**config.mk**
```make
export PLATFORM = sky130hd
export DESIGN_NAME = axil_timer_slave_flat
export DESIGN_NICKNAME = d
export VERILOG_FILES = /design/src/rtl/axil_timer_slave_if.sv /design/src/rtl/axil_timer_slave.sv /design/src/flat_wrapper.sv
export SDC_FILE = /design/constraint.sdc
export NUM_CORES = 1
export LEC_CHECK = 0
export CAP_MARGIN = 15
export CORE_MARGIN = 2
export CORE_UTILIZATION = 39
export CTS_BUF_LIST = sky130_fd_sc_hd__clkbuf_8 sky130_fd_sc_hd__clkbuf_16
export DETAILED_ROUTE_END_ITERATION = 7
export PLACE_DENSITY = 0.8
export SLEW_MARGIN = 20
export SYNTH_ARGS = -nofsm -noshare
export SYNTH_HDL_FRONTEND = slang
export SYNTH_SLANG_ARGS = --single-unit
export TNS_END_PERCENT = 20
```
**constraint.sdc**
```tcl
create_clock -name clk -period 1.6 [get_ports clk]
set_input_delay 0.4 -clock clk [delete_from_list [all_inputs] [get_ports clk]]
set_output_delay 0.4 -clock clk [all_outputs]
set_load 0.01 [all_outputs]
```
**src/rtl/axil_timer_slave_if.sv**
```systemverilog
// AXI4-Lite bus bundle between an AXI master and the timer register front end.
// slave modport is the register-block side; master modport is the initiator.
interface axil_timer_slave_if #(
    parameter int AW = 4,
    parameter int DW = 32
);
    logic [AW-1:0]   s_awaddr;
    logic            s_awvalid;
    logic            s_awready;
    logic [DW-1:0]   s_wdata;
    logic [DW/8-1:0] s_wstrb;
    logic            s_wvalid;
    logic            s_wready;
    logic [1:0]      s_bresp;
    logic            s_bvalid;
    logic            s_bready;
    logic [AW-1:0]   s_araddr;
    logic            s_arvalid;
    logic            s_arready;
    logic [DW-1:0]   s_rdata;
    logic [1:0]      s_rresp;
    logic            s_rvalid;
    logic            s_rready;

    modport slave (
        input  s_awaddr, s_awvalid, s_wdata, s_wstrb, s_wvalid, s_bready,
               s_araddr, s_arvalid, s_rready,
        output s_awready, s_wready, s_bresp, s_bvalid,
               s_arready, s_rdata, s_rresp, s_rvalid
    );

    modport master (
        output s_awaddr, s_awvalid, s_wdata, s_wstrb, s_wvalid, s_bready,
               s_araddr, s_arvalid, s_rready,
        input  s_awready, s_wready, s_bresp, s_bvalid,
               s_arready, s_rdata, s_rresp, s_rvalid
    );
endinterface

```
**src/rtl/axil_timer_slave.sv**
```systemverilog
// AXI4-Lite slave front end driving the timer register block's wr/rd strobes; AXIL_SLVERR_EN enables decode errors.
// Latency: AW+W (or AR) handshake at cycle 0 -> reg strobe at 1 -> B/R valid at 2.
// Backpressure: one transaction per channel in flight; AW/W/AR stall until the response is taken.
module axil_timer_slave #(
    parameter int AW = 4,
    parameter int DW = 32
) (
    input  logic           clk,
    input  logic           rst,
    axil_timer_slave_if.slave s,
    output logic [AW-1:0]  reg_wr_addr,
    output logic [DW-1:0]  reg_wr_data,
    output logic           reg_wr_en,
    input  logic           reg_wr_ready,
    output logic [AW-1:0]  reg_rd_addr,
    output logic           reg_rd_en,
    input  logic [DW-1:0]  reg_rd_data,
    input  logic           reg_rd_valid
);
    typedef enum logic [1:0] {W_IDLE, W_ISSUE, W_RESP} wstate_e;
    typedef enum logic [1:0] {R_IDLE, R_ISSUE, R_RESP} rstate_e;

    localparam logic [1:0] RESP_OKAY = 2'b00;

`ifdef AXIL_SLVERR_EN
    localparam logic [1:0]    RESP_SLVERR = 2'b10;
    localparam logic [AW-1:0] ADDR_MAX    = AW'(12);
    localparam logic [AW-1:0] ADDR_COUNT  = AW'(8);

    function automatic logic addr_err(input logic [AW-1:0] a);
        return (a[1:0] != 2'b00) || (a > ADDR_MAX);
    endfunction

    logic [DW/8-1:0] wr_strb_q, wr_strb_d;
`else
    // Full-word writes only; strobes carry no information in this build.
    logic wstrb_unused;
    assign wstrb_unused = ^s.s_wstrb;
`endif

    wstate_e       wstate_q, wstate_d;
    logic          aw_held_q, aw_held_d;
    logic          w_held_q, w_held_d;
    logic [AW-1:0] wr_addr_q, wr_addr_d;
    logic [DW-1:0] wr_data_q, wr_data_d;
    logic [1:0]    bresp_q, bresp_d;
    logic          aw_rdy, w_rdy, wr_en, bvld;

    rstate_e       rstate_q, rstate_d;
    logic [AW-1:0] rd_addr_q, rd_addr_d;
    logic [DW-1:0] rdata_q, rdata_d;
    logic [1:0]    rresp_q, rresp_d;
    logic          ar_rdy, rd_en, rvld, rd_err;

    always_ff @(posedge clk) begin
        if (rst) begin
            wstate_q  <= W_IDLE;
            aw_held_q <= 1'b0;
            w_held_q  <= 1'b0;
            wr_addr_q <= '0;
            wr_data_q <= '0;
            bresp_q   <= RESP_OKAY;
            rstate_q  <= R_IDLE;
            rd_addr_q <= '0;
            rdata_q   <= '0;
            rresp_q   <= RESP_OKAY;
`ifdef AXIL_SLVERR_EN
            wr_strb_q <= '0;
`endif
        end else begin
            wstate_q  <= wstate_d;
            aw_held_q <= aw_held_d;
            w_held_q  <= w_held_d;
            wr_addr_q <= wr_addr_d;
            wr_data_q <= wr_data_d;
            bresp_q   <= bresp_d;
            rstate_q  <= rstate_d;
            rd_addr_q <= rd_addr_d;
            rdata_q   <= rdata_d;
            rresp_q   <= rresp_d;
`ifdef AXIL_SLVERR_EN
            wr_strb_q <= wr_strb_d;
`endif
        end
    end

    // Write path: AW and W are latched independently; issue once both are held.
    always_comb begin
        wstate_d  = wstate_q;
        aw_held_d = aw_held_q;
        w_held_d  = w_held_q;
        wr_addr_d = wr_addr_q;
        wr_data_d = wr_data_q;
        bresp_d   = bresp_q;
        aw_rdy    = 1'b0;
        w_rdy     = 1'b0;
        wr_en     = 1'b0;
        bvld      = 1'b0;
`ifdef AXIL_SLVERR_EN
        wr_strb_d = wr_strb_q;
`endif
        case (wstate_q)
            W_IDLE: begin
                aw_rdy = !aw_held_q && !rst;
                w_rdy  = !w_held_q && !rst;
                if (s.s_awvalid && aw_rdy) begin
                    aw_held_d = 1'b1;
                    wr_addr_d = s.s_awaddr;
                end
                if (s.s_wvalid && w_rdy) begin
                    w_held_d  = 1'b1;
                    wr_data_d = s.s_wdata;
`ifdef AXIL_SLVERR_EN
                    wr_strb_d = s.s_wstrb;
`endif
                end
                if (aw_held_d && w_held_d) begin
                    aw_held_d = 1'b0;
                    w_held_d  = 1'b0;
`ifdef AXIL_SLVERR_EN
                    if (addr_err(wr_addr_d) || (wr_addr_d == ADDR_COUNT) || (wr_strb_d != '1)) begin
                        wstate_d = W_RESP;
                        bresp_d  = RESP_SLVERR;
                    end else begin
                        wstate_d = W_ISSUE;
                        bresp_d  = RESP_OKAY;
                    end
`else
                    wstate_d = W_ISSUE;
                    bresp_d  = RESP_OKAY;
`endif
                end
            end
            W_ISSUE: begin
                wr_en = !rst;
                if (reg_wr_ready) wstate_d = W_RESP;
            end
            W_RESP: begin
                bvld = !rst;
                if (s.s_bready) wstate_d = W_IDLE;
            end
            default: wstate_d = W_IDLE;
        endcase
    end

    always_comb begin
`ifdef AXIL_SLVERR_EN
        rd_err = addr_err(s.s_araddr);
`else
        rd_err = 1'b0;
`endif
        rstate_d  = rstate_q;
        rd_addr_d = rd_addr_q;
        rdata_d   = rdata_q;
        rresp_d   = rresp_q;
        ar_rdy    = 1'b0;
        rd_en     = 1'b0;
        rvld      = 1'b0;
        case (rstate_q)
            R_IDLE: begin
                ar_rdy = !rst;
                if (s.s_arvalid && ar_rdy) begin
                    rd_addr_d = s.s_araddr;
                    if (rd_err) begin
                        rstate_d = R_RESP;
                        rdata_d  = '0;
`ifdef AXIL_SLVERR_EN
                        rresp_d  = RESP_SLVERR;
`else
                        rresp_d  = RESP_OKAY;
`endif
                    end else begin
                        rstate_d = R_ISSUE;
                    end
                end
            end
            R_ISSUE: begin
                rd_en = !rst;
                if (reg_rd_valid) begin
                    rdata_d  = reg_rd_data;
                    rresp_d  = RESP_OKAY;
                    rstate_d = R_RESP;
                end
            end
            R_RESP: begin
                rvld = !rst;
                if (s.s_rready) rstate_d = R_IDLE;
            end
            default: rstate_d = R_IDLE;
        endcase
    end

    assign s.s_awready = aw_rdy;
    assign s.s_wready  = w_rdy;
    assign s.s_bvalid  = bvld;
    assign s.s_bresp   = bresp_q;
    assign s.s_arready = ar_rdy;
    assign s.s_rvalid  = rvld;
    assign s.s_rdata   = rdata_q;
    assign s.s_rresp   = rresp_q;

    assign reg_wr_addr = wr_addr_q;
    assign reg_wr_data = wr_data_q;
    assign reg_wr_en   = wr_en;
    assign reg_rd_addr = rd_addr_q;
    assign reg_rd_en   = rd_en;
endmodule

```
**src/flat_wrapper.sv**
```systemverilog
// flat-port wrapper written by rule: the top's interface ports become plain ports
module axil_timer_slave_flat 
#(
    parameter int AW = 4,
    parameter int DW = 32
)
  (clk, rst, reg_wr_addr, reg_wr_data, reg_wr_en, reg_wr_ready, reg_rd_addr, reg_rd_en, reg_rd_data, reg_rd_valid, s_s_awaddr, s_s_awvalid, s_s_wdata, s_s_wstrb, s_s_wvalid, s_s_bready, s_s_araddr, s_s_arvalid, s_s_rready, s_s_awready, s_s_wready, s_s_bresp, s_s_bvalid, s_s_arready, s_s_rdata, s_s_rresp, s_s_rvalid);
  axil_timer_slave_if #(.AW(AW), .DW(DW)) s_i ();
  input  logic clk;
  input  logic rst;
  output logic [AW-1:0] reg_wr_addr;
  output logic [DW-1:0] reg_wr_data;
  output logic reg_wr_en;
  input  logic reg_wr_ready;
  output logic [AW-1:0] reg_rd_addr;
  output logic reg_rd_en;
  input  logic [DW-1:0] reg_rd_data;
  input  logic reg_rd_valid;
  input wire logic [$bits(s_i.s_awaddr)-1:0] s_s_awaddr;
  input wire logic [$bits(s_i.s_awvalid)-1:0] s_s_awvalid;
  input wire logic [$bits(s_i.s_wdata)-1:0] s_s_wdata;
  input wire logic [$bits(s_i.s_wstrb)-1:0] s_s_wstrb;
  input wire logic [$bits(s_i.s_wvalid)-1:0] s_s_wvalid;
  input wire logic [$bits(s_i.s_bready)-1:0] s_s_bready;
  input wire logic [$bits(s_i.s_araddr)-1:0] s_s_araddr;
  input wire logic [$bits(s_i.s_arvalid)-1:0] s_s_arvalid;
  input wire logic [$bits(s_i.s_rready)-1:0] s_s_rready;
  output wire logic [$bits(s_i.s_awready)-1:0] s_s_awready;
  output wire logic [$bits(s_i.s_wready)-1:0] s_s_wready;
  output wire logic [$bits(s_i.s_bresp)-1:0] s_s_bresp;
  output wire logic [$bits(s_i.s_bvalid)-1:0] s_s_bvalid;
  output wire logic [$bits(s_i.s_arready)-1:0] s_s_arready;
  output wire logic [$bits(s_i.s_rdata)-1:0] s_s_rdata;
  output wire logic [$bits(s_i.s_rresp)-1:0] s_s_rresp;
  output wire logic [$bits(s_i.s_rvalid)-1:0] s_s_rvalid;
  assign s_i.s_awaddr = s_s_awaddr;
  assign s_i.s_awvalid = s_s_awvalid;
  assign s_i.s_wdata = s_s_wdata;
  assign s_i.s_wstrb = s_s_wstrb;
  assign s_i.s_wvalid = s_s_wvalid;
  assign s_i.s_bready = s_s_bready;
  assign s_i.s_araddr = s_s_araddr;
  assign s_i.s_arvalid = s_s_arvalid;
  assign s_i.s_rready = s_s_rready;
  assign s_s_awready = s_i.s_awready;
  assign s_s_wready = s_i.s_wready;
  assign s_s_bresp = s_i.s_bresp;
  assign s_s_bvalid = s_i.s_bvalid;
  assign s_s_arready = s_i.s_arready;
  assign s_s_rdata = s_i.s_rdata;
  assign s_s_rresp = s_i.s_rresp;
  assign s_s_rvalid = s_i.s_rvalid;
  axil_timer_slave #(.AW(AW), .DW(DW)) u_core (.clk(clk), .rst(rst), .s(s_i), .reg_wr_addr(reg_wr_addr), .reg_wr_data(reg_wr_data), .reg_wr_en(reg_wr_en), .reg_wr_ready(reg_wr_ready), .reg_rd_addr(reg_rd_addr), .reg_rd_en(reg_rd_en), .reg_rd_data(reg_rd_data), .reg_rd_valid(reg_rd_valid));
endmodule
```
# [Word-level counts from Yosys, hierarchy flattened]
# Index checks and enable logic that the tools add are counted.
[totals] register_bits=78 input_bits=85 out_inout_bits=83 word_cells=56
[op_classes] eq_ne=10 n_mux=21 reduce_logical=17
[ops] operator="1-bit 2-to-1 mux" count=13
[ops] operator="2-bit 2-to-1 mux" count=6
[ops] operator="2-bit one-hot mux with 3 select lines" count=2
[ops] operator="2-bit inequality test, second input constant" count=4
[ops] operator="2-bit AND reduction" count=4
[ops] operator="1-bit logical AND" count=6
[ops] operator="3-bit AND reduction" count=2
[ops] operator="2-bit by 1-bit equality test with 1-bit output, second input constant" count=2
[ops] operator="2-bit equality test, second input constant" count=2
[ops] operator="2-bit logical NOT" count=2
[ops] operator="2-bit by 1-bit inequality test with 1-bit output, second input constant" count=2
[ops] operator="1-bit logical NOT" count=3

# [Logic depth before layout (Yosys ltp)]
# Gate-level depths: netlist of the first run.
[logic_depth] ltp_word=8 mapped_depth=6 ltp_nobuf=3

# [Worst setup path before layout of the first run]
# Ideal clock, no wire load.
[synth_timing] path_type="register to output" startpoint="register u_core.wstate_q[0]" endpoint="output port s_s_awready" t_arrival_ns=1.155 required_time_ns=1.200 slack_ns=0.045 stages_incl_launch_ff=6 path_buffers=3 path_cell_list="dfxtp_1 buf_4 or2_1 buf_6 buf_6 nor3_1"
[synth_via] elab_chain_len=2
[synth_rtl] item="start: declaration" line="axil_timer_slave.sv:41" text="wstate_e wstate_q, wstate_d;"
[synth_rtl] item="start signal: assignment" line="axil_timer_slave.sv:71" text="wstate_q <= wstate_d;"
[synth_rtl] item="2-bit logical NOT" line="axil_timer_slave.sv:102" text="case (wstate_q)"
[synth_rtl] item="1-bit 2-to-1 mux" line="axil_timer_slave.sv:102"
[synth_rtl] item="end: declaration" line="flat_wrapper.sv:28" text="output wire logic [$bits(s_i.s_awready)-1:0] s_s_awready;"
# No other way between the ends.

# [Worst setup path in the final report of the first run]
# Same ends and word-level chain as after synthesis.

==> impl_summary.txt, run 1 <==
----------------------------------------------------
[Run status]
  Outcome ... finished, final reports clean

[Critical path]
  Worst r2r path cells ... 5
  Critical register-to-register path startpoint ... u_core.wstate_q[0]$_SDFFE_PP0P_
  Worst Path Class, Setup ... reg2out
  Maximum fanout along the worst path ... 3
  Bufs and invs on worst path ... 1
  Critical R2R Capture ... u_core.reg_wr_data[19]$_SDFFE_PP0P_
  Sort of element at the end of the critical path ... output pin
  Arrival time at the worst endpoint ... 1.19 ns
  Crit path max-delay cell type ... sky130_fd_sc_hd__dfxtp_2
  Delay of the slowest cell on the worst path ... 0.32 ns
  Slack of the worst reg-to-reg path ... 0.19 ns
  Launching instance or port of the critical path ... u_core.wstate_q[0]$_SDFFE_PP0P_
  Logic depth of the worst path, buffers included ... 3
  Startpoint types ... register
  List of cells traversed by the critical path ... or2_4, nor3_2, buf_2
  Req. time, crit path ... 1.20 ns
  Worst Setup EP ... s_s_awready
  Top cell family by delay on the critical path ... simple AND/OR/NAND/NOR gates

[Timing]
  Post-route setup slack ... 0.0132 ns
  Number of failing setup endpoints in the final timing report ... 0
  Total count of hold-check failures in the final report ... 0
  Max Clk Rate ... 630 MHz
  Final critical-path required period ... 1.59 ns
  Layout Skew ... 0.0122 ns
  Setup repair after global routing missed its margin ... true
  Final Hold Slack ... 0.449 ns
  Final max-slew violation count ... 0
  Final period util ... 99.2%

[Placed design]
  Routability cong. ... 0.697
  IO buf count ... 159
  Number of placed instances, taps included ... 617
  Worst slack at placement ... -0.196 ns
  Detailed-placement wirelength estimate ... 6280 um

[Route]
  Length of routed met3 wiring ... 871 um
  Met2 WL ... 4170 um
  Residual antenna-violating net count after detailed routing ... 0
  Met1 Wirelength ... 3710 um
  Residual DRC count ... 0
  First-pass DRT Iterations ... 4
  Via density per instance ... 4.94
  Average detailed-routed wire length per instance ... 13.9 um
  Highest metal layer with signal wires ... met4
  Count of vias placed by the detailed router ... 3124
  Final WL ... 8800 um
  Number of design-rule violations left by the first detailed-router iteration ... 63

[Synthesis]
  Most repeated cell in the gate-level netlist after synthesis ... sky130_fd_sc_hd__nand2_1
  Leading area contributor after synthesis ... sky130_fd_sc_hd__dfxtp_1
  Most area-consuming cells after synthesis ... sky130_fd_sc_hd__dfxtp_1 50%, sky130_fd_sc_hd__nand2_1 13%, sky130_fd_sc_hd__o211ai_1 6.5%
  Compound-gate portion of the synthesized area ... 17.4%
  Number of warnings printed during yosys synthesis ... 0
  Share of synthesized registers carrying an async set or reset ... 0%
  Top cell type's share of synthesized area ... 50.0%
  Simple-Gate Fraction of Synth Area ... 24.8%
  Number of library cell types mapped by synthesis ... 25
  Count of flip-flops with a built-in enable after synthesis ... 0
  Flip-flop and latch count after synthesis ... 78
  Gate count after technology mapping ... 371
  Syn avg cell area ... 8.42 um2
  Share of synthesized area spent on multiplexers ... 0%
  Xor and xnor area share after synthesis ... 0%
  Dominant combinational cell family by area after synthesis ... simple AND/OR/NAND/NOR gates
  Primary FF master, synth ... sky130_fd_sc_hd__dfxtp_1
  Synthesized-area fraction occupied by adder cells ... 0%
  List of most frequent post-synthesis cells ... 109 x sky130_fd_sc_hd__nand2_1, 78 x sky130_fd_sc_hd__dfxtp_1, 36 x sky130_fd_sc_hd__a21oi_1, 36 x sky130_fd_sc_hd__nand3_1, 27 x sky130_fd_sc_hd__o211ai_1
  Fraction of the yosys area taken by sequential cells ... 50.0%
  Synthesized area ... 0.00313 mm2

[Clocking]
  # clock sinks ... 78
  Cell at the root of the clock tree ... sky130_fd_sc_hd__clkbuf_8
  Depth of the CTS H-tree ... 3
  CTS clock-pin slew for the worst setup and hold paths ... 0.07 ns
  Clock tree from TritonCTS ... yes
  Clock insertion delay at the later pin of the skew report ... 0.34 ns
  Total CTS buffers ... 9
  Deepest clock path buffer count ... 2

[Cells and area]
  Fin cells ... 632
  Diodes inserted ... 0
  Layout-stage area growth over the synthesis result ... 58.0%
  Filler cells ... 659
  Net total in the final layout ... 612
  Fraction of final layout cells with drive strength greater than 1 ... 11.7%
  Final cell utilization of the core ... 63.9%

[Floorplan]
  Number of placement rows ... 32
  Die height ... 93.5 um
  Area of the core region ... 0.00773 mm2
  Die X-Extent ... 93.5 um
  Number of I/O pins ... 168
  Die Footprint ... 0.00875 mm2
  Starting Density ... 40.4%

[Power and ir drop]
  Leakage power summed over all cells ... 2.28 nW
  Overall Power ... 4.63 mW
  Power density over cell area ... 937 mW/mm2
  Worst vdd ir ... 591 uV

[Global route]
  Number of antenna violations at the first check in global routing ... 0
  Global-route usage over all layers ... 20.1%
  Wire length of the first global-routing pass ... 14000 um
  Via count of the first global-routing pass ... 3074
  Maximum number of pins on one net before global-route repair ... 43
  Global route total overflow ... 0

[Worst hold path]
  HP Class ... reg2reg

[Job]
  Maximum Capacitance Violations ... 0

----------------------------------------------------
-- state kept, by name, summed over array words and instances (netlist names) --
register / flops
u_core.aw_held_q: 1
u_core.reg_rd_addr: 4
u_core.reg_wr_addr: 4
u_core.reg_wr_data: 32
u_core.rstate_q: 2
u_core.s.s_rdata: 32
u_core.w_held_q: 1
u_core.wstate_q: 2
-- tightest hold or removal path, cell delays in order, from the launching register on --
cell and delay (ns):
sky130_fd_sc_hd__dfxtp_1 0.31, sky130_fd_sc_hd__nand2_1 0.05, sky130_fd_sc_hd__a21oi_1 0.05
-- layout make-up --
class | instances | area (um2) | area share (%)
clock buffers | 10 | 138 | 2.79
inverters | 1 | 3.75 | 0.0760
well taps | 102 | 128 | 2.58
flip-flops and latches | 78 | 1570 | 31.7
repair buffers | 180 | 1680 | 33.9
multi-input cells | 257 | 1350 | 27.4
clock inverters | 4 | 72.6 | 1.47
-- per-stage QoR --
stage,setup TNS (ns),area [um2]
2_1_floorplan,0,3140
3_3_place_gp,-1.15,4810
3_5_place_dp,-1.24,4810
4_1_cts,-0.116,4930
5_1_grt,-0.149,4940
6_report,0,4940
-- power breakdown --
group | total (mW) | switching [mW] | internal [mW]
sequential | 2.14 | 0.0707 | 2.07
clock | 1.59 | 0.687 | 0.902
combinational | 0.897 | 0.437 | 0.460
total | 4.63 | 1.19 | 3.43
-- repair_timing --
action	4_1_cts	5_1_grt
gates resized for setup	99	10
hold buffers	0	0
endpoints found under the setup margin	79	7
pin swaps	2	1
buffers inserted	1	0
-- placed cells by master (no fill, tap or decap) --
cell / count
sky130_fd_sc_hd__nand2_1: 109
sky130_fd_sc_hd__clkdlybuf4s50_1: 79
sky130_fd_sc_hd__dfxtp_1: 74
sky130_fd_sc_hd__dlygate4sd2_1: 72
sky130_fd_sc_hd__a21oi_1: 36
sky130_fd_sc_hd__nand3_1: 36
sky130_fd_sc_hd__o211ai_1: 27
sky130_fd_sc_hd__buf_4: 17
sky130_fd_sc_hd__clkbuf_8: 10
sky130_fd_sc_hd__nor2_1: 9
sky130_fd_sc_hd__o211ai_2: 9
sky130_fd_sc_hd__o21ai_0: 6
sky130_fd_sc_hd__nor3b_1: 4
sky130_fd_sc_hd__conb_1: 4
sky130_fd_sc_hd__buf_2: 4
sky130_fd_sc_hd__buf_12: 4
sky130_fd_sc_hd__dfxtp_2: 4
sky130_fd_sc_hd__nand2b_1: 3
sky130_fd_sc_hd__clkbuf_2: 3
sky130_fd_sc_hd__nor3_1: 2
sky130_fd_sc_hd__nor3_4: 2
sky130_fd_sc_hd__nand3b_1: 2
sky130_fd_sc_hd__bufinv_16: 2
sky130_fd_sc_hd__or2_4: 1
sky130_fd_sc_hd__nor3_2: 1
sky130_fd_sc_hd__and3b_1: 1
sky130_fd_sc_hd__nor2b_1: 1
sky130_fd_sc_hd__clkinv_1: 1
sky130_fd_sc_hd__o31a_1: 1
sky130_fd_sc_hd__a2111oi_0: 1
sky130_fd_sc_hd__nor2b_2: 1
sky130_fd_sc_hd__nor4b_4: 1
sky130_fd_sc_hd__clkinvlp_4: 1
sky130_fd_sc_hd__clkinv_2: 1
sky130_fd_sc_hd__buf_6: 1
-- metal layers --
layer	GRT usage [%]	vias to the layer above
met1	23.4	1430
met2	34.7	127
li1	-	1563
met4	4.78	0
met3	8.06	4
met5	0	-
-- worst min path at each step --
stage                                                  start                                 end  slack (ns)  cells past startpoint
final                       u_core.s.s_rdata[5]$_SDFFE_PP0P_    u_core.s.s_rdata[5]$_SDFFE_PP0P_        0.45                      2
after global routing       u_core.s.s_rdata[21]$_SDFFE_PP0P_   u_core.s.s_rdata[21]$_SDFFE_PP0P_        0.46                      2
after CTS                   u_core.s.s_rdata[5]$_SDFFE_PP0P_    u_core.s.s_rdata[5]$_SDFFE_PP0P_        0.45                      2
after detailed placement    u_core.s.s_rdata[5]$_SDFFE_PP0P_    u_core.s.s_rdata[5]$_SDFFE_PP0P_        0.45                      2
after global placement     u_core.s.s_rdata[26]$_SDFFE_PP0P_   u_core.s.s_rdata[26]$_SDFFE_PP0P_        0.44                      2
after floorplan           u_core.reg_rd_addr[0]$_SDFFE_PP0P_  u_core.reg_rd_addr[0]$_SDFFE_PP0P_        0.48                      2
-- kinds of logic after synthesis --
family / Yosys count
AOI/OAI and AO/OA: 80
buffers and inverters: 39
DFF: 78
other: 1
and+or+nand+nor: 173
Power figures use the tool's default switching activity.
==> run 2: changes to the inputs <==
CORE_MARGIN = 1   (was 2)
==> run 2 against run 1 <==
- sequential power hardly changed
- total power is 2.6% lower
- wire length is 2.1% lower
- first-iteration DRC count is 19% lower
- utilization is 0.15 points lower
- worst hold slack hardly changed
==> impl_summary.txt, run 2 (synthesized netlist as in run 1, its figures left out) <==
----------------------------------------------------
[Cells and area]
  Fraction of final layout cells with drive strength greater than 1 ... 11.9%
  Final instance area ... 0.00493 mm2
  Footprint of the multi-input gates ... 0.00136 mm2
  Leading cell type in the layout, fill and taps excluded ... sky130_fd_sc_hd__nand2_1
  Diodes inserted ... 0
  Most frequent cells in the layout ... 109 x sky130_fd_sc_hd__nand2_1, 79 x sky130_fd_sc_hd__clkdlybuf4s50_1, 74 x sky130_fd_sc_hd__dfxtp_1
  Layout-stage area growth over the synthesis result ... 57.6%
  Storage element area ... 0.00157 mm2
  Net total in the final layout ... 610
  Final cell utilization of the core ... 63.7%
  Filler cells ... 676

[Global route]
  Number of antenna violations at the first check in global routing ... 0
  Global-route usage over all layers ... 20.9%
  Maximum number of pins on one net before global-route repair ... 37
  Wire length of the first global-routing pass ... 14000 um
  Via count of the first global-routing pass ... 3022
  Global route total overflow ... 0

[Clocking]
  Deepest clock path buffer count ... 2
  Clock insertion delay at the later pin of the skew report ... 0.34 ns
  CTS clock-pin slew for the worst setup and hold paths ... 0.08 ns
  # clock sinks ... 78
  Total CTS buffers ... 9
  Depth of the CTS H-tree ... 3
  Cell at the root of the clock tree ... sky130_fd_sc_hd__clkbuf_8
  Clock tree from TritonCTS ... yes

[Timing]
  Final max-slew violation count ... 0
  Max Clk Rate ... 631 MHz
  Number of failing setup endpoints in the final timing report ... 0
  Final period util ... 99.0%
  Setup repair after global routing missed its margin ... true
  Post-route setup slack ... 0.0156 ns
  Total negative slack ... 0 ns
  Layout Skew ... 0.0101 ns
  Final critical-path required period ... 1.58 ns
  Total count of hold-check failures in the final report ... 0

[Route]
  First-pass DRT Iterations ... 4
  Via density per instance ... 4.90
  Average detailed-routed wire length per instance ... 13.6 um
  Final WL ... 8620 um
  Number of design-rule violations left by the first detailed-router iteration ... 51
  Residual antenna-violating net count after detailed routing ... 0
  Residual DRC count ... 0
  Count of vias placed by the detailed router ... 3094

[Placed design]
  Routability cong. ... 0.773
  Detailed-placement wirelength estimate ... 6200 um
  IO buf count ... 159
  Placed cell areas ... 0.00482 mm2
  Worst slack at placement ... -0.183 ns

[Run status]
  Outcome ... finished, final reports clean

[Worst hold path]
  HP Class ... reg2reg

[Power and ir drop]
  Power density over cell area ... 915 mW/mm2
  Overall Power ... 4.51 mW
  Worst vdd ir ... 656 uV
  Leakage power summed over all cells ... 2.28 nW

[Job]
  Maximum Capacitance Violations ... 0

[Floorplan]
  Number of placement rows ... 32
  Die X-Extent ... 91.5 um
  Die height ... 91.5 um
  Number of I/O pins ... 168
  Die Footprint ... 0.00838 mm2
  Starting Density ... 40.4%
  Area of the core region ... 0.00773 mm2

[Critical path]
  Bufs and invs on worst path ... 1
  Crit path max-delay cell type ... sky130_fd_sc_hd__dfxtp_2
  Sort of element at the end of the critical path ... output pin
  Top cell family by delay on the critical path ... simple AND/OR/NAND/NOR gates
  Worst Path Class, Setup ... reg2out
  List of cells traversed by the critical path ... or2_4, nor3_2, buf_2
  Startpoint types ... register
  Delay of the slowest cell on the worst path ... 0.32 ns
  Maximum fanout along the worst path ... 4
  Req. time, crit path ... 1.20 ns
  Arrival time at the worst endpoint ... 1.18 ns

----------------------------------------------------
run 2: metal layers:
layer  share of wire, %  global-route usage (%)
met3                9.2                    7.20
met4               0.89                    6.48
met2                 48                    36.1
met1                 41                    24.2
met5                  0                       0
run 2: timing repair:
action | 4_1_cts | 5_1_grt
buffers inserted | 0 | 0
setup endpoints to repair | 79 | 7
endpoints found under the hold margin | 0 | 0
resized for setup | 99 | 10
cloned | 0 | 0
hold buffers | 0 | 0
run 2: path summary, 6_finish.rpt:
path	endpoint	startpoint	depth (start not counted)	slack, ns
setup / recovery	s_s_wready	u_core.wstate_q[1]$_SDFFE_PP0P_	3	0.02
hold / removal	u_core.s.s_rdata[6]$_SDFFE_PP0P_	u_core.s.s_rdata[6]$_SDFFE_PP0P_	2	0.45
setup reg to reg	u_core.s.s_rdata[16]$_SDFFE_PP0P_	u_core.rstate_q[1]$_SDFFE_PP0P_	5	0.37
hold reg to reg	u_core.s.s_rdata[6]$_SDFFE_PP0P_	u_core.s.s_rdata[6]$_SDFFE_PP0P_	2	0.45
run 2: worst min-delay path, delay by kind of cell, from the launching register on:
kind             cells  cell delay [ns]
AO/OA/AOI/OAI        1             0.05
flip-flops           1             0.31
AND/OR/NAND/NOR      1             0.05
run 2: stage by stage:
stage,instances,hold WS (ns)
after detailed placement,616,0.445
after global routing,632,0.471
after global placement,616,0.440
after floorplan,374,0.480
after CTS,632,0.452
final,632,0.450
run 2: area by class of cell:
class,count,share of cell area [%]
timing repair buffer,178,33.9
clock buffer,11,3.07
sequential,78,31.8
clock inverter,5,0.991
tap,102,2.59
inverter,1,0.0762
multi-input combinational,257,27.6
run 2: power breakdown:
part	switching, mW	internal (mW)	leakage [nW]	total, mW
clock	0.683	0.793	0.110	1.48
sequential	0.0686	2.07	0.639	2.14
combinational	0.435	0.457	1.53	0.892
total	1.19	3.32	2.28	4.51
==> run 3: changes to the inputs <==
clock period = 1.8 ns   (was 1.6 ns; I/O delays follow)
==> run 3 against run 2 <==
- worst hold slack better by 0.0012 ns
- cell count fell by 0.32%
- design area is 2.4% higher
- highest routed layer unchanged
- critical path type unchanged
- first-iteration DRC count rose by 9.8%
- clock-buffer cell count unchanged
- critical endpoint is now s_s_awready
- total power shrank 3.6%
- die area stayed put
- via count up 0.45%
- clock power up 7%
- sequential share of layout area decreased by 0.81 points
==> impl_summary.txt, run 3 (synthesized netlist as in run 1, its figures left out) <==
----------------------------------------------------
[Clocking]
  Quantity of hold-fixing buffers added after cts ... 0
  Cell at the root of the clock tree ... sky130_fd_sc_hd__clkbuf_8
  # clock sinks ... 78
  Deepest clock path buffer count ... 2
  Total CTS buffers ... 9
  Clock insertion delay at the later pin of the skew report ... 0.34 ns
  Clock tree from TritonCTS ... yes
  Depth of the CTS H-tree ... 3
  CTS clock-pin slew for the worst setup and hold paths ... 0.07 ns

[Timing]
  Total count of hold-check failures in the final report ... 0
  Final Hold Slack ... 0.451 ns
  Setup repair after global routing missed its margin ... true
  Layout Skew ... 0.00959 ns
  Final period util ... 96.3%
  Post-route setup slack ... 0.0675 ns
  Final critical-path required period ... 1.73 ns
  Max Clk Rate ... 577 MHz
  Final max-slew violation count ... 0
  Number of failing setup endpoints in the final timing report ... 0

[Route]
  Count of vias placed by the detailed router ... 3108
  Via density per instance ... 4.93
  Average detailed-routed wire length per instance ... 13.6 um
  Number of design-rule violations left by the first detailed-router iteration ... 56
  First-pass DRT Iterations ... 4
  Residual DRC count ... 0
  Residual antenna-violating net count after detailed routing ... 0
  Final WL ... 8580 um

[Power and ir drop]
  Cell Int Power ... 3.30 mW
  Part of the total power dissipated in sequential elements ... 43.8%
  Worst vdd ir ... 396 uV
  Leakage power summed over all cells ... 1.99 nW
  Switching power of the nets ... 1.05 mW
  Part of the total power dissipated in combinational logic ... 19.7%
  Overall Power ... 4.35 mW
  Power density over cell area ... 862 mW/mm2
  Clock power frac ... 36.4%
  Switching share of total power ... 24.1%

[Critical path]
  Delay of the slowest cell on the worst path ... 0.31 ns
  Critical register-to-register path startpoint ... u_core.rstate_q[1]$_SDFFE_PP0P_
  Launching instance or port of the critical path ... u_core.wstate_q[1]$_SDFFE_PP0P_
  Sort of element at the end of the critical path ... output pin
  Startpoint types ... register
  Maximum fanout along the worst path ... 4
  Worst Path Class, Setup ... reg2out
  Arrival time at the worst endpoint ... 1.28 ns
  Crit path max-delay cell type ... sky130_fd_sc_hd__dfxtp_1
  List of cells traversed by the critical path ... or2_1, nor3_2, clkdlybuf4s15_2
  Req. time, crit path ... 1.35 ns

[Cells and area]
  Most frequent cells in the layout ... 151 x sky130_fd_sc_hd__clkdlybuf4s50_1, 109 x sky130_fd_sc_hd__nand2_1, 77 x sky130_fd_sc_hd__dfxtp_1
  Diodes inserted ... 0
  Leading cell type in the layout, fill and taps excluded ... sky130_fd_sc_hd__clkdlybuf4s50_1
  Net total in the final layout ... 608
  Layout-stage area growth over the synthesis result ... 61.3%
  Fraction of final layout cells with drive strength greater than 1 ... 9.47%

[Worst hold path]
  HP Class ... reg2reg
  Worst min-delay path startpoint ... u_core.s.s_rdata[2]$_SDFFE_PP0P_

[Global route]
  Via count of the first global-routing pass ... 3064
  Global route total overflow ... 0
  Global-route usage over all layers ... 20.8%
  Wire length of the first global-routing pass ... 13900 um
  Maximum number of pins on one net before global-route repair ... 43
  Number of antenna violations at the first check in global routing ... 0

[Floorplan]
  Number of I/O pins ... 168
  Die Footprint ... 0.00838 mm2
  Die height ... 91.5 um
  Starting Density ... 40.4%
  Area of the core region ... 0.00773 mm2
  Number of placement rows ... 32
  Die X-Extent ... 91.5 um

[Placed design]
  Routability cong. ... 0.766
  Detailed-placement wirelength estimate ... 6170 um
  Worst slack at placement ... -0.124 ns
  IO buf count ... 159

[Job]
  Maximum Capacitance Violations ... 0

[Run status]
  Outcome ... finished, final reports clean

----------------------------------------------------
## run 3: cell types whose count changed in the layout (fill, tap and decap cells not counted), sizes merged
cell           before  now
clkdlybuf4s50      79  151
clkbuf             14   13
dlygate4sd2        72    3
bufinv              1    3
inv                 1    2
clkinv              4    1
clkdlybuf4s15       0    1
buf                24   19
## run 3: per-layer routing
metal  share of wire, %  track usage (%)  routed length [um]
met1                 41             23.4                3520
met2                 48             36.2                4100
met3                 10             7.12                 874
met4               0.96             7.80                  82
met5                  0                0                   0
## run 3: power by group through the flow
stage / logic [mW] / clock network, mW / registers, mW
detailed placement: 0.865 / 0 / 1.95
global route: 0.926 / 1.71 / 1.92
finish: 0.857 / 1.58 / 1.91
floorplan: 0.341 / 0 / 1.99
CTS: 0.863 / 1.62 / 1.91
global placement: 0.851 / 0 / 1.94
## run 3: repair_timing
| action | 4_1_cts | 5_1_grt |
|---|---|---|
| cloned | 0 | 0 |
| endpoints found under the setup margin | 7 | 4 |
| setup buffers | 0 | 0 |
| gates resized for setup | 14 | 7 |
## run 3: worst paths after layout
| check | to | slack (ns) | cells past startpoint |
|---|---|---|---|
| setup reg to reg | u_core.s.s_rdata[6]$_SDFFE_PP0P_ | 0.44 | 5 |
| hold reg to reg | u_core.s.s_rdata[2]$_SDFFE_PP0P_ | 0.45 | 2 |
| hold / removal | u_core.s.s_rdata[2]$_SDFFE_PP0P_ | 0.45 | 2 |
| setup / recovery | s_s_awready | 0.07 | 3 |
## run 3: final cells by class
type                       instances  area, um2
timing repair buffer             176       1760
tap                              102        128
clock buffer                      11        151
fill                             645       2690
sequential                        78       1560
multi-input combinational        257       1340
clock inverter                     5       97.6
inverter                           1       3.75
## run 3: worst max-delay path: cells and delay by family, from the launching register on
kind                   cells  cell delay, ns
buffers and inverters      1            0.25
flip-flops                 1            0.31
AND/OR/NAND/NOR            2            0.39
## run 3: per-stage QoR
step	area [um2]	cells	TNS (ns)	util [%]
after CTS	5050	630	0	65.4
after floorplan	3140	374	0	-
after detailed placement	4800	614	-0.670	62.2
after global routing	5040	630	-0.0146	65.3
after global placement	4800	614	-0.614	62.2
final	5040	630	0	65.3
